File: src/rtl/disp_pkg.sv
// Shared helpers and types for the N-channel dispatcher: width derivation
// and the per-channel status bundle.
package disp_pkg;

  function automatic int unsigned clog2(input int unsigned value);
    int unsigned result;
    result = 0;
    for (int unsigned i = 0; i < 32; i++) begin
      if ((64'd1 << i) < 64'(value)) result = i + 1;
    end
    return result;
  endfunction

  // Occupancy counter must represent 0..DEPTH inclusive.
  function automatic int unsigned calc_cw(input int unsigned depth);
    return clog2(depth) + 1;
  endfunction

  function automatic int unsigned calc_dw(input int unsigned nch);
    return (clog2(nch) < 1) ? 1 : clog2(nch);
  endfunction

  typedef struct packed {
    logic empty;
    logic full;
    logic almost_full;
    logic almost_empty;
  } chan_status_t;

endpackage

File: src/rtl/disp_fifo.sv
// One dispatcher channel: circular storage, pointers, occupancy count,
// decoded status flags and sticky overflow/underflow errors.
module disp_fifo
  import disp_pkg::*;
#(
  parameter int unsigned WIDTH = 8,
  parameter int unsigned DEPTH = 4,
  localparam int unsigned AW = clog2(DEPTH),
  localparam int unsigned CW = AW + 1
) (
  input  logic             clk,
  input  logic             reset,
  input  logic             i_wr_req,
  input  logic [WIDTH-1:0] i_wr_data,
  input  logic             i_rd_req,
  input  logic [CW-1:0]    i_afull_th,
  input  logic [CW-1:0]    i_aempty_th,
  input  logic             i_err_clear,
  output logic [WIDTH-1:0] o_rd_data,
  output logic             o_rd_valid,
  output logic [CW-1:0]    o_count,
  output chan_status_t     o_status,
  output logic             o_err_overflow,
  output logic             o_err_underflow
);

  logic [WIDTH-1:0] r_mem [DEPTH];
  logic [AW-1:0]    r_wr_ptr;
  logic [AW-1:0]    r_rd_ptr;
  logic [CW-1:0]    r_count;
  logic [WIDTH-1:0] r_rd_data;
  logic             r_rd_valid;
  logic             r_err_ovf;
  logic             r_err_udf;

  logic w_full;
  logic w_empty;
  logic w_wr_acc;
  logic w_rd_acc;

  // full/empty come from the count; pointers wrap silently and are never compared.
  assign w_full   = (r_count == CW'(DEPTH));
  assign w_empty  = (r_count == '0);
  assign w_wr_acc = i_wr_req && !w_full;
  assign w_rd_acc = i_rd_req && !w_empty;

  always_ff @(posedge clk) begin
    if (w_wr_acc) r_mem[r_wr_ptr] <= i_wr_data;
  end

  always_ff @(posedge clk or posedge reset) begin
    if (reset) begin
      r_wr_ptr   <= '0;
      r_rd_ptr   <= '0;
      r_count    <= '0;
      r_rd_data  <= '0;
      r_rd_valid <= 1'b0;
    end else begin
      if (w_wr_acc) r_wr_ptr <= r_wr_ptr + 1'b1;
      if (w_rd_acc) begin
        r_rd_ptr  <= r_rd_ptr + 1'b1;
        r_rd_data <= r_mem[r_rd_ptr];
      end
      r_rd_valid <= w_rd_acc;
      case ({w_wr_acc, w_rd_acc})
        2'b10:   r_count <= r_count + 1'b1;
        2'b01:   r_count <= r_count - 1'b1;
        default: r_count <= r_count;
      endcase
    end
  end

  // A new error event in the same cycle as a clear keeps the bit set.
  always_ff @(posedge clk or posedge reset) begin
    if (reset) begin
      r_err_ovf <= 1'b0;
      r_err_udf <= 1'b0;
    end else begin
      r_err_ovf <= (i_wr_req && w_full)  || (r_err_ovf && !i_err_clear);
      r_err_udf <= (i_rd_req && w_empty) || (r_err_udf && !i_err_clear);
    end
  end

  always_comb begin
    o_status              = '0;
    o_status.empty        = w_empty;
    o_status.full         = w_full;
    o_status.almost_full  = (i_afull_th != '0) && (r_count >= i_afull_th);
    o_status.almost_empty = (r_count <= i_aempty_th);
  end

  assign o_rd_data       = r_rd_data;
  assign o_rd_valid      = r_rd_valid;
  assign o_count         = r_count;
  assign o_err_overflow  = r_err_ovf;
  assign o_err_underflow = r_err_udf;

endmodule

File: src/rtl/disp_fifo_n.sv
// N-channel dispatcher: steers a tagged word stream into NCH independent
// FIFOs, each with its own read port, status flags and sticky errors.
module disp_fifo_n
  import disp_pkg::*;
#(
  parameter int unsigned WIDTH = 8,
  parameter int unsigned NCH   = 2,
  parameter int unsigned DEPTH = 4,
  localparam int unsigned CW = calc_cw(DEPTH),
  localparam int unsigned DW = calc_dw(NCH)
) (
  input  logic               clk,
  input  logic               reset,
  input  logic [WIDTH-1:0]   in_data,
  input  logic [DW-1:0]      in_dest,
  input  logic               in_valid,
  output logic               in_ready,
  input  logic [NCH-1:0]     read,
  input  logic [CW-1:0]      afull_th,
  input  logic [CW-1:0]      aempty_th,
  input  logic               err_clear,
  output logic [NCH*WIDTH-1:0] out_data,
  output logic [NCH-1:0]     out_valid,
  output logic [NCH*CW-1:0]  count,
  output logic [NCH-1:0]     empty,
  output logic [NCH-1:0]     full,
  output logic [NCH-1:0]     almost_full,
  output logic [NCH-1:0]     almost_empty,
  output logic [NCH-1:0]     err_overflow,
  output logic [NCH-1:0]     err_underflow,
  output logic               err_baddest
);

  chan_status_t w_status [NCH];
  logic         w_dest_ok;
  logic         w_sel_full;
  logic         r_err_baddest;

  // Widened by one bit so the range check stays meaningful when NCH is a power of two.
  assign w_dest_ok = ({1'b0, in_dest} < (DW + 1)'(NCH));

  always_comb begin
    w_sel_full = 1'b0;
    for (int unsigned i = 0; i < NCH; i++) begin
      if (in_dest == DW'(i)) w_sel_full = full[i];
    end
  end

  assign in_ready = w_dest_ok && !w_sel_full;

  for (genvar g = 0; g < NCH; g++) begin : g_ch
    logic w_wr_req;

    assign w_wr_req = in_valid && w_dest_ok && (in_dest == DW'(g));

    disp_fifo #(
      .WIDTH (WIDTH),
      .DEPTH (DEPTH)
    ) u_fifo (
      .clk             (clk),
      .reset           (reset),
      .i_wr_req        (w_wr_req),
      .i_wr_data       (in_data),
      .i_rd_req        (read[g]),
      .i_afull_th      (afull_th),
      .i_aempty_th     (aempty_th),
      .i_err_clear     (err_clear),
      .o_rd_data       (out_data[g*WIDTH +: WIDTH]),
      .o_rd_valid      (out_valid[g]),
      .o_count         (count[g*CW +: CW]),
      .o_status        (w_status[g]),
      .o_err_overflow  (err_overflow[g]),
      .o_err_underflow (err_underflow[g])
    );

    assign empty[g]        = w_status[g].empty;
    assign full[g]         = w_status[g].full;
    assign almost_full[g]  = w_status[g].almost_full;
    assign almost_empty[g] = w_status[g].almost_empty;
  end

  always_ff @(posedge clk or posedge reset) begin
    if (reset) begin
      r_err_baddest <= 1'b0;
    end else begin
      r_err_baddest <= (in_valid && !w_dest_ok) || (r_err_baddest && !err_clear);
    end
  end

  assign err_baddest = r_err_baddest;

endmodule

File: config.mk
export PLATFORM = sky130hd
export DESIGN_NAME = disp_fifo_n
export DESIGN_NICKNAME = d
export VERILOG_FILES = /design/src/rtl/disp_pkg.sv /design/src/rtl/disp_fifo.sv /design/src/rtl/disp_fifo_n.sv
export SDC_FILE = /design/constraint.sdc
export NUM_CORES = 1
export LEC_CHECK = 0
export ABC_AREA = 1
export BUFFER_PORTS_ARGS = -buffer_cell sky130_fd_sc_hd__buf_2
export CORE_ASPECT_RATIO = 1.25
export CORE_MARGIN = 5
export CORE_UTILIZATION = 30
export CTS_BUF_LIST = sky130_fd_sc_hd__clkbuf_4 sky130_fd_sc_hd__clkbuf_8
export CTS_CLUSTER_DIAMETER = 200
export DETAILED_ROUTE_END_ITERATION = 12
export GPL_TIMING_DRIVEN = 0
export SLEW_MARGIN = 10
export SYNTH_ARGS = -nofsm -noshare
export SYNTH_HDL_FRONTEND = slang
export SYNTH_HIERARCHICAL = 1
export SYNTH_SLANG_ARGS = --single-unit
File: constraint.sdc
create_clock -name clk -period 5.2 [get_ports clk]
set_clock_uncertainty 0.15 [all_clocks]
set_input_delay 1.04 -clock clk [delete_from_list [all_inputs] [get_ports clk]]
set_output_delay 1.04 -clock clk [all_outputs]
set_load 0.01 [all_outputs]
==> out/qor.txt, run 1 <==
First DRT Iteration DRCs - 87
crit share post-route - 61.2%
element type at the critical path start - input pin
DP Worst Slack - 2030 ps
Residual DRC - 0
WS Path Type - input pin to output port
# setup viols final - 0
CTS Sinks - 101
Antenna Cells - 0
Async SR Flop Fraction - 36.6%
WP data required - 4010 ps
Min-Delay Path Class - register to register
syn avg cell area - 10.0 um^2
RSZ-0062 raised after global routing - false
antenna violations before repair - 0
MaxCap Viol Count - 0
Max VDD drop - 0.000233 V
Synth Register Bits - 101
vias in the first global route - 3476
post_cts resized - 0
Ys Warns - 6
Via Count - 3279
first-pass GRT wire length - 16800 um
layout cells sized above 1 - 25.2%
GPL Wtd Cong - 0.772
Fill cells - 1722
Clock Tree Root - clkbuf_8
clock network fraction of design power - 16.7%
Synth Flop Type - edfxtp_1
worst-path maximum fanout - 4
overall global routing resource usage - 10.8%
CP startpoint - afull_th[2]
Post-Syn Nets - 551
Setup TNS Final - 0 ps
total leakage power - 2.93 nW
crit end category - output port
Slew headroom - 42.3%
Multi-input gate area - 1560 um^2
crit-path max cell delay - 330 ps
synth top area cells - edfxtp_1, dfrtp_1, nand2_1, inv_1, ha_1
hpwl dp - 7480 um
Crit-path slowest cell - ha_1
Final Max Tran Viols - 0
FMAX - 314 MHz
Area after DPL - 5630 um^2
Initial Utilization - 30.3%
hold buffer count at CTS - 0
Pre-antenna DRT Iters - 4
I/O pin cnt - 59
core area - 16700 um^2
sequential fraction of the synthesis area - 56.3%
row count - 53
Power Density - 514 nW/um^2
total CTS buffers - 9
Avg Vias per Cell - 4.10
largest net degree at the start of global routing - 19
CTS H-tree depth - 3
Flop pwr share - 38.7%
CTS Buffer Depth - 2
final std cell area, no fill - 5830 um^2
Synth Instances - 506
post-synth top area cell - edfxtp_1
Final Core Density - 34.9%
Fin Hold WS - 331 ps
Reg clk slew, reported paths - 90 ps
Final min period - 3180 ps
TritonCTS clock tree - yes
Post-Layout Cell Count - 800
Area Overhead vs Synth - 15.1%
placed cell count - 784
Setup Buffers After CTS - 0
post-synth design cell area - 5060 um^2
final hold vios - 0
post-synth cell types - 27
Post-synth EDFFs - 64
Die Width - 126 um
outcome - finished clean
gr ovfl total - 0
Final WS setup - 2020 ps
count leader, synth - nand2_1
origin of the worst min-delay path - g_ch[0].u_fifo/o_rd_data[4]
R2R Path Start - g_ch[0].u_fifo/o_count[1]
Reg area - 2850 um^2
wire per inst - 12.6 um
Sw Share - 38.7%
post-route ant nets - 0
P_int - 1.84 mW
Gate power share - 44.6%
area share of the largest cell type after synthesis - 38.0%
total wire length - 10100 um
Slew @ Worst Pin - 862 ps
Die H - 155 um
commonest cells in the netlist - nand2_1, inv_1, edfxtp_1
clk_lat worst skew - 360 ps
CP arrival - 1990 ps
Net Switching - 1.16 mW
Port-buffer cells - 58
area of the die - 19600 um^2
number of nets in the layout - 620
CP cell instances - buf_2 > inv_1 > ha_1 > a21oi_1 > nand3_1 > nand2_1 > inv_1 > buf_2
Total Power - 2.99 mW
[cells by family after synthesis]
kind of cell / count (synthesis) / synth area share, %
XOR/XNOR: 10 / 1.73
buffers and inverters: 135 / 12.8
AND/OR/NAND/NOR: 222 / 21.4
flip-flops: 101 / 56.3
AO/OA/AOI/OAI: 14 / 1.53
adder cells (fa/ha/maj): 24 / 6.23
[power groups by stage]
stage	logic, mW	clock network [mW]	registers (mW)
3_5_place_dp	1.36	0	1.18
2_1_floorplan	0.929	0	1.20
3_3_place_gp	1.32	0	1.17
6_report	1.34	0.499	1.16
4_1_cts	1.37	0.518	1.16
5_1_grt	1.52	0.546	1.18
[placed cells by master, fill, tap and decap left out, drive strengths merged, types with 3 or more instances in the layout]
cell type | netlist | routed
o21ai | 10 | 10
ha | 22 | 22
buf | 12 | 70
nand3 | 42 | 42
clkbuf | 2 | 14
nand2 | 164 | 164
dfrtp | 37 | 37
bufinv | 2 | 3
a21oi | 4 | 4
edfxtp | 64 | 64
inv | 119 | 120
xor2 | 6 | 6
nor2 | 14 | 14
xnor2 | 4 | 4
[path summary, 6_finish.rpt]
kind / cells after the start / end / slack, ps
setup / recovery: 8 / almost_full[0] / 2020
max in group asynchronous: 2 / g_ch[0].u_fifo/o_rd_valid / 3680
hold / removal: 2 / g_ch[0].u_fifo/o_rd_data[4] / 330
min in group asynchronous: 2 / err_baddest / 370
setup reg to reg: 9 / g_ch[0].u_fifo/o_count[2] / 3080
hold reg to reg: 2 / g_ch[0].u_fifo/o_rd_data[4] / 330
[final cells by class]
cell class | count | share of cell area, %
sequential | 101 | 48.9
buffer | 14 | 2.62
inverter | 121 | 8.53
timing repair buffer | 58 | 4.98
multi-input combinational | 270 | 26.8
clock buffer | 12 | 2.62
clock inverter | 4 | 0.795
tap | 220 | 4.73
[registers in the layout, indices dropped and copies added, names as in the netlist]
register,flops
g_ch.u_fifo/r_rd_ptr,4
g_ch.u_fifo/r_wr_ptr,4
g_ch.u_fifo/o_err_underflow,2
g_ch.u_fifo/o_count,6
g_ch.u_fifo/o_err_overflow,2
g_ch.u_fifo/r_mem,64
err_baddest,1
g_ch.u_fifo/o_rd_data,16
g_ch.u_fifo/o_rd_valid,2
[routing by layer]
layer / wire, um / track usage (%) / vias to the layer above
met5: 0 / 0 / -
met4: 177 / 4.24 / 0
met3: 358 / 2.09 / 12
met2: 5150 / 19.4 / 57
met1: 4380 / 12.8 / 1538
li1: - / - / 1672
[critical path: cells and delay by family]
kind	cells	cell delay, ps
simple gates	2	130
compound gates	1	150
fa+ha+maj	1	330
buf+inv	4	340
(Power assumes the default switching activity.)
==> run 2: changes to the inputs <==
==> constraint.sdc (replaced) <==
create_clock -name clk -period 2.98 [get_ports clk]
set_clock_uncertainty 0.15 [all_clocks]
set_input_delay 0.596 -clock clk [delete_from_list [all_inputs] [get_ports clk]]
set_output_delay 0.596 -clock clk [all_outputs]
set_load 0.01 [all_outputs]
==> run 2 against run 1 <==
Net effect:
- design area increased by 0.17%
- highest routed layer unchanged
- wire length is 0.18% higher
- critical path type is now register to output port
- register-to-register slack got worse by 2200 ps
- clock power grew 75%
- largest power group unchanged
- first-iteration DRC count grew 13%
- global-route usage hardly changed
==> out/qor.txt, run 2 (synthesized netlist as in run 1, its figures left out) <==
worst-path maximum fanout - 4 (unchanged)
Area Overhead vs Synth - 15.3% (was 15.1%)
# setup viols final - 0 (unchanged)
Avg Vias per Cell - 4.11 (was 4.10)
CTS Buffer Depth - 2 (unchanged)
vias in the first global route - 3481 (was 3476)
Sw Share - 38.7% (about the same)
FMAX - 417 MHz
Worst Reg-to-Reg Cells - 10 (was 9)
core area - 16700 um^2 (unchanged)
Antenna Cells - 0 (unchanged)
origin of the worst min-delay path - err_clear (was g_ch[0].u_fifo/o_rd_data[4])
Pre-antenna DRT Iters - 4 (unchanged)
Slew headroom - 42.6% (was 42.3%)
First DRT Iteration DRCs - 98 (was 87)
antenna violations before repair - 0 (unchanged)
R2R Path Start - g_ch[0].u_fifo/o_count[1] (unchanged)
WS Path Type - register to output port (was input pin to output port)
final hold vios - 0 (unchanged)
Port-buffer cells - 58 (unchanged)
hold buffer count at CTS - 1 (was 0)
met3 Usage GRT - 2.13% (was 2.09%)
crit path buf inv count - 3 (was 4)
WP data required - 2230 ps (was 4010 ps)
clock network fraction of design power - 16.7% (about the same)
GPL Wtd Cong - 0.772 (unchanged)
Biggest register - g_ch.u_fifo/r_mem (unchanged)
outcome - finished clean (unchanged)
clk_lat worst skew - 360 ps (about the same)
Clock Tree Root - clkbuf_8 (unchanged)
most frequent cells in the layout - nand2_1, inv_1, edfxtp_1, buf_2, dfrtp_1 (unchanged)
element type at the critical path start - register (was input pin)
Power Density - 896 nW/um^2 (was 514 nW/um^2)
P_int - 3.20 mW (was 1.84 mW)
commonest non-fill, non-tap cell in the layout - nand2_1 (unchanged)
area of the die - 19600 um^2 (unchanged)
Setup TNS Final - 0 ps (unchanged)
I/O pin cnt - 59 (unchanged)
Min-Delay Path Class - input pin to register (was register to register)
Die H - 155 um (unchanged)
total CTS buffers - 9 (unchanged)
hpwl dp - 7480 um (unchanged)
TritonCTS clock tree - yes (unchanged)
Flop pwr share - 38.7% (about the same)
Reg area - 2850 um^2 (unchanged)
Final min period - 2400 ps
Via Count - 3291 (was 3279)
max reg flops - 64 (unchanged)
CP delay by family, top - flip-flops (was buffers and inverters)
Worst R2R Setup Slack - 860 ps (was 3080 ps)
Initial Utilization - 30.3% (unchanged)
Gate power share - 44.6% (about the same)
GR Layer Usage met2 - 19.4% (about the same)
layout cells sized above 1 - 25.1% (was 25.2%)
Max VDD drop - 0.000407 V (was 0.000233 V)
overall global routing resource usage - 10.8% (about the same)
Slew @ Worst Pin - 858 ps (was 862 ps)
Residual DRC - 0 (unchanged)
first-pass GRT wire length - 16800 um (about the same)
crit share post-route - 80.5%
CTS H-tree depth - 3 (unchanged)
Setup Buffers After CTS - 0 (unchanged)
total wire length - 10100 um (about the same)
crit end category - output port (unchanged)
GRT busiest layer - met2 (unchanged)
Min-Delay Endpoint - err_baddest (was g_ch[0].u_fifo/o_rd_data[4])
CP cell instances - inv_1 > ha_1 > nand3_1 > nand3_1 > nand2_1 > inv_1 > buf_2 (was buf_2 > inv_1 > ha_1 > a21oi_1 > nand3_1 > nand2_1 > inv_1 > buf_2)
CP arrival - 1650 ps (was 1990 ps)
RSZ-0062 raised after global routing - false (unchanged)
number of nets in the layout - 621 (was 620)
Hold Path Depth - 2 (unchanged)
M1 GR Usage - 12.7% (was 12.8%)
largest net degree at the start of global routing - 19 (unchanged)
Fin Hold WS - 303 ps (was 331 ps)
post-route ant nets - 0 (unchanged)
Crit-path slowest cell - dfrtp_1 (was ha_1)
crit-path max cell delay - 450 ps (was 330 ps)
total leakage power - 2.93 nW (about the same)
Reg clk slew, reported paths - 90 ps (about the same)
Net Switching - 2.02 mW (was 1.16 mW)
Final Max Tran Viols - 0 (unchanged)
post_cts resized - 0 (unchanged)
gr ovfl total - 0 (unchanged)
CTS Sinks - 101 (unchanged)
Reg2Reg Capture Point - g_ch[0].u_fifo/o_count[2] (unchanged)
row count - 53 (unchanged)
wire per inst - 12.6 um (about the same)
Fill cells - 1720 (was 1722)
Multi-input gate area - 1560 um^2 (unchanged)
Die Width - 126 um (unchanged)
MaxCap Viol Count - 0 (unchanged)
## run 2: cell count changes in the layout (fill, tap and decap cells not counted), sizes merged
cell / change
dlygate4sd3: +1
## run 2: worst max-delay path by stage
| stage | startpoint | endpoint | slack (ps) | depth (start not counted) |
|---|---|---|---|---|
| floorplan | afull_th[2] | almost_full[0] | 1000 | 6 |
| global placement | in_dest | g_ch[0].u_fifo/r_mem[1][7] | 670 | 4 |
| detailed placement | in_dest | g_ch[0].u_fifo/r_mem[1][7] | 620 | 4 |
| CTS | g_ch[0].u_fifo/o_count[0] | almost_full[0] | 560 | 7 |
| global route | g_ch[0].u_fifo/o_count[0] | almost_full[0] | 450 | 7 |
| finish | g_ch[0].u_fifo/o_count[0] | almost_full[0] | 580 | 7 |
## run 2: power by group through the flow
stage | Sequential (mW) | Combinational [mW] | Clock [mW]
4_1_cts | 2.03 | 2.38 | 0.904
3_3_place_gp | 2.04 | 2.30 | 0
5_1_grt | 2.07 | 2.65 | 0.953
3_5_place_dp | 2.06 | 2.38 | 0
2_1_floorplan | 2.10 | 1.62 | 0
6_report | 2.02 | 2.33 | 0.872
## run 2: through the flow
stage / area, um^2 / std cells / worst slack [ps] / utilization, % / total power, mW
after floorplan: 5060 / 506 / 997 / - / 3.72
after global placement: 5630 / 784 / 674 / 33.7 / 4.34
after detailed placement: 5630 / 784 / 622 / 33.7 / 4.43
after CTS: 5840 / 801 / 559 / 34.9 / 5.32
after global routing: 5840 / 801 / 453 / 34.9 / 5.67
final: 5840 / 801 / 580 / 34.9 / 5.23
## run 2: area by class of cell
class                   instances  area share, %
multi-input cells             270           26.8
well taps                     220           4.72
clock inverters                 4          0.793
plain buffers                  14           2.62
flip-flops and latches        101           48.8
repair buffers                 59           5.15
inverters                     121           8.51
clock buffers                  12           2.62
## run 2: per-layer routing
metal / up-vias / wire (um)
met5: - / 0
met4: 0 / 177
met3: 12 / 359
met2: 62 / 5170
met1: 1542 / 4380
li1: 1675 / -
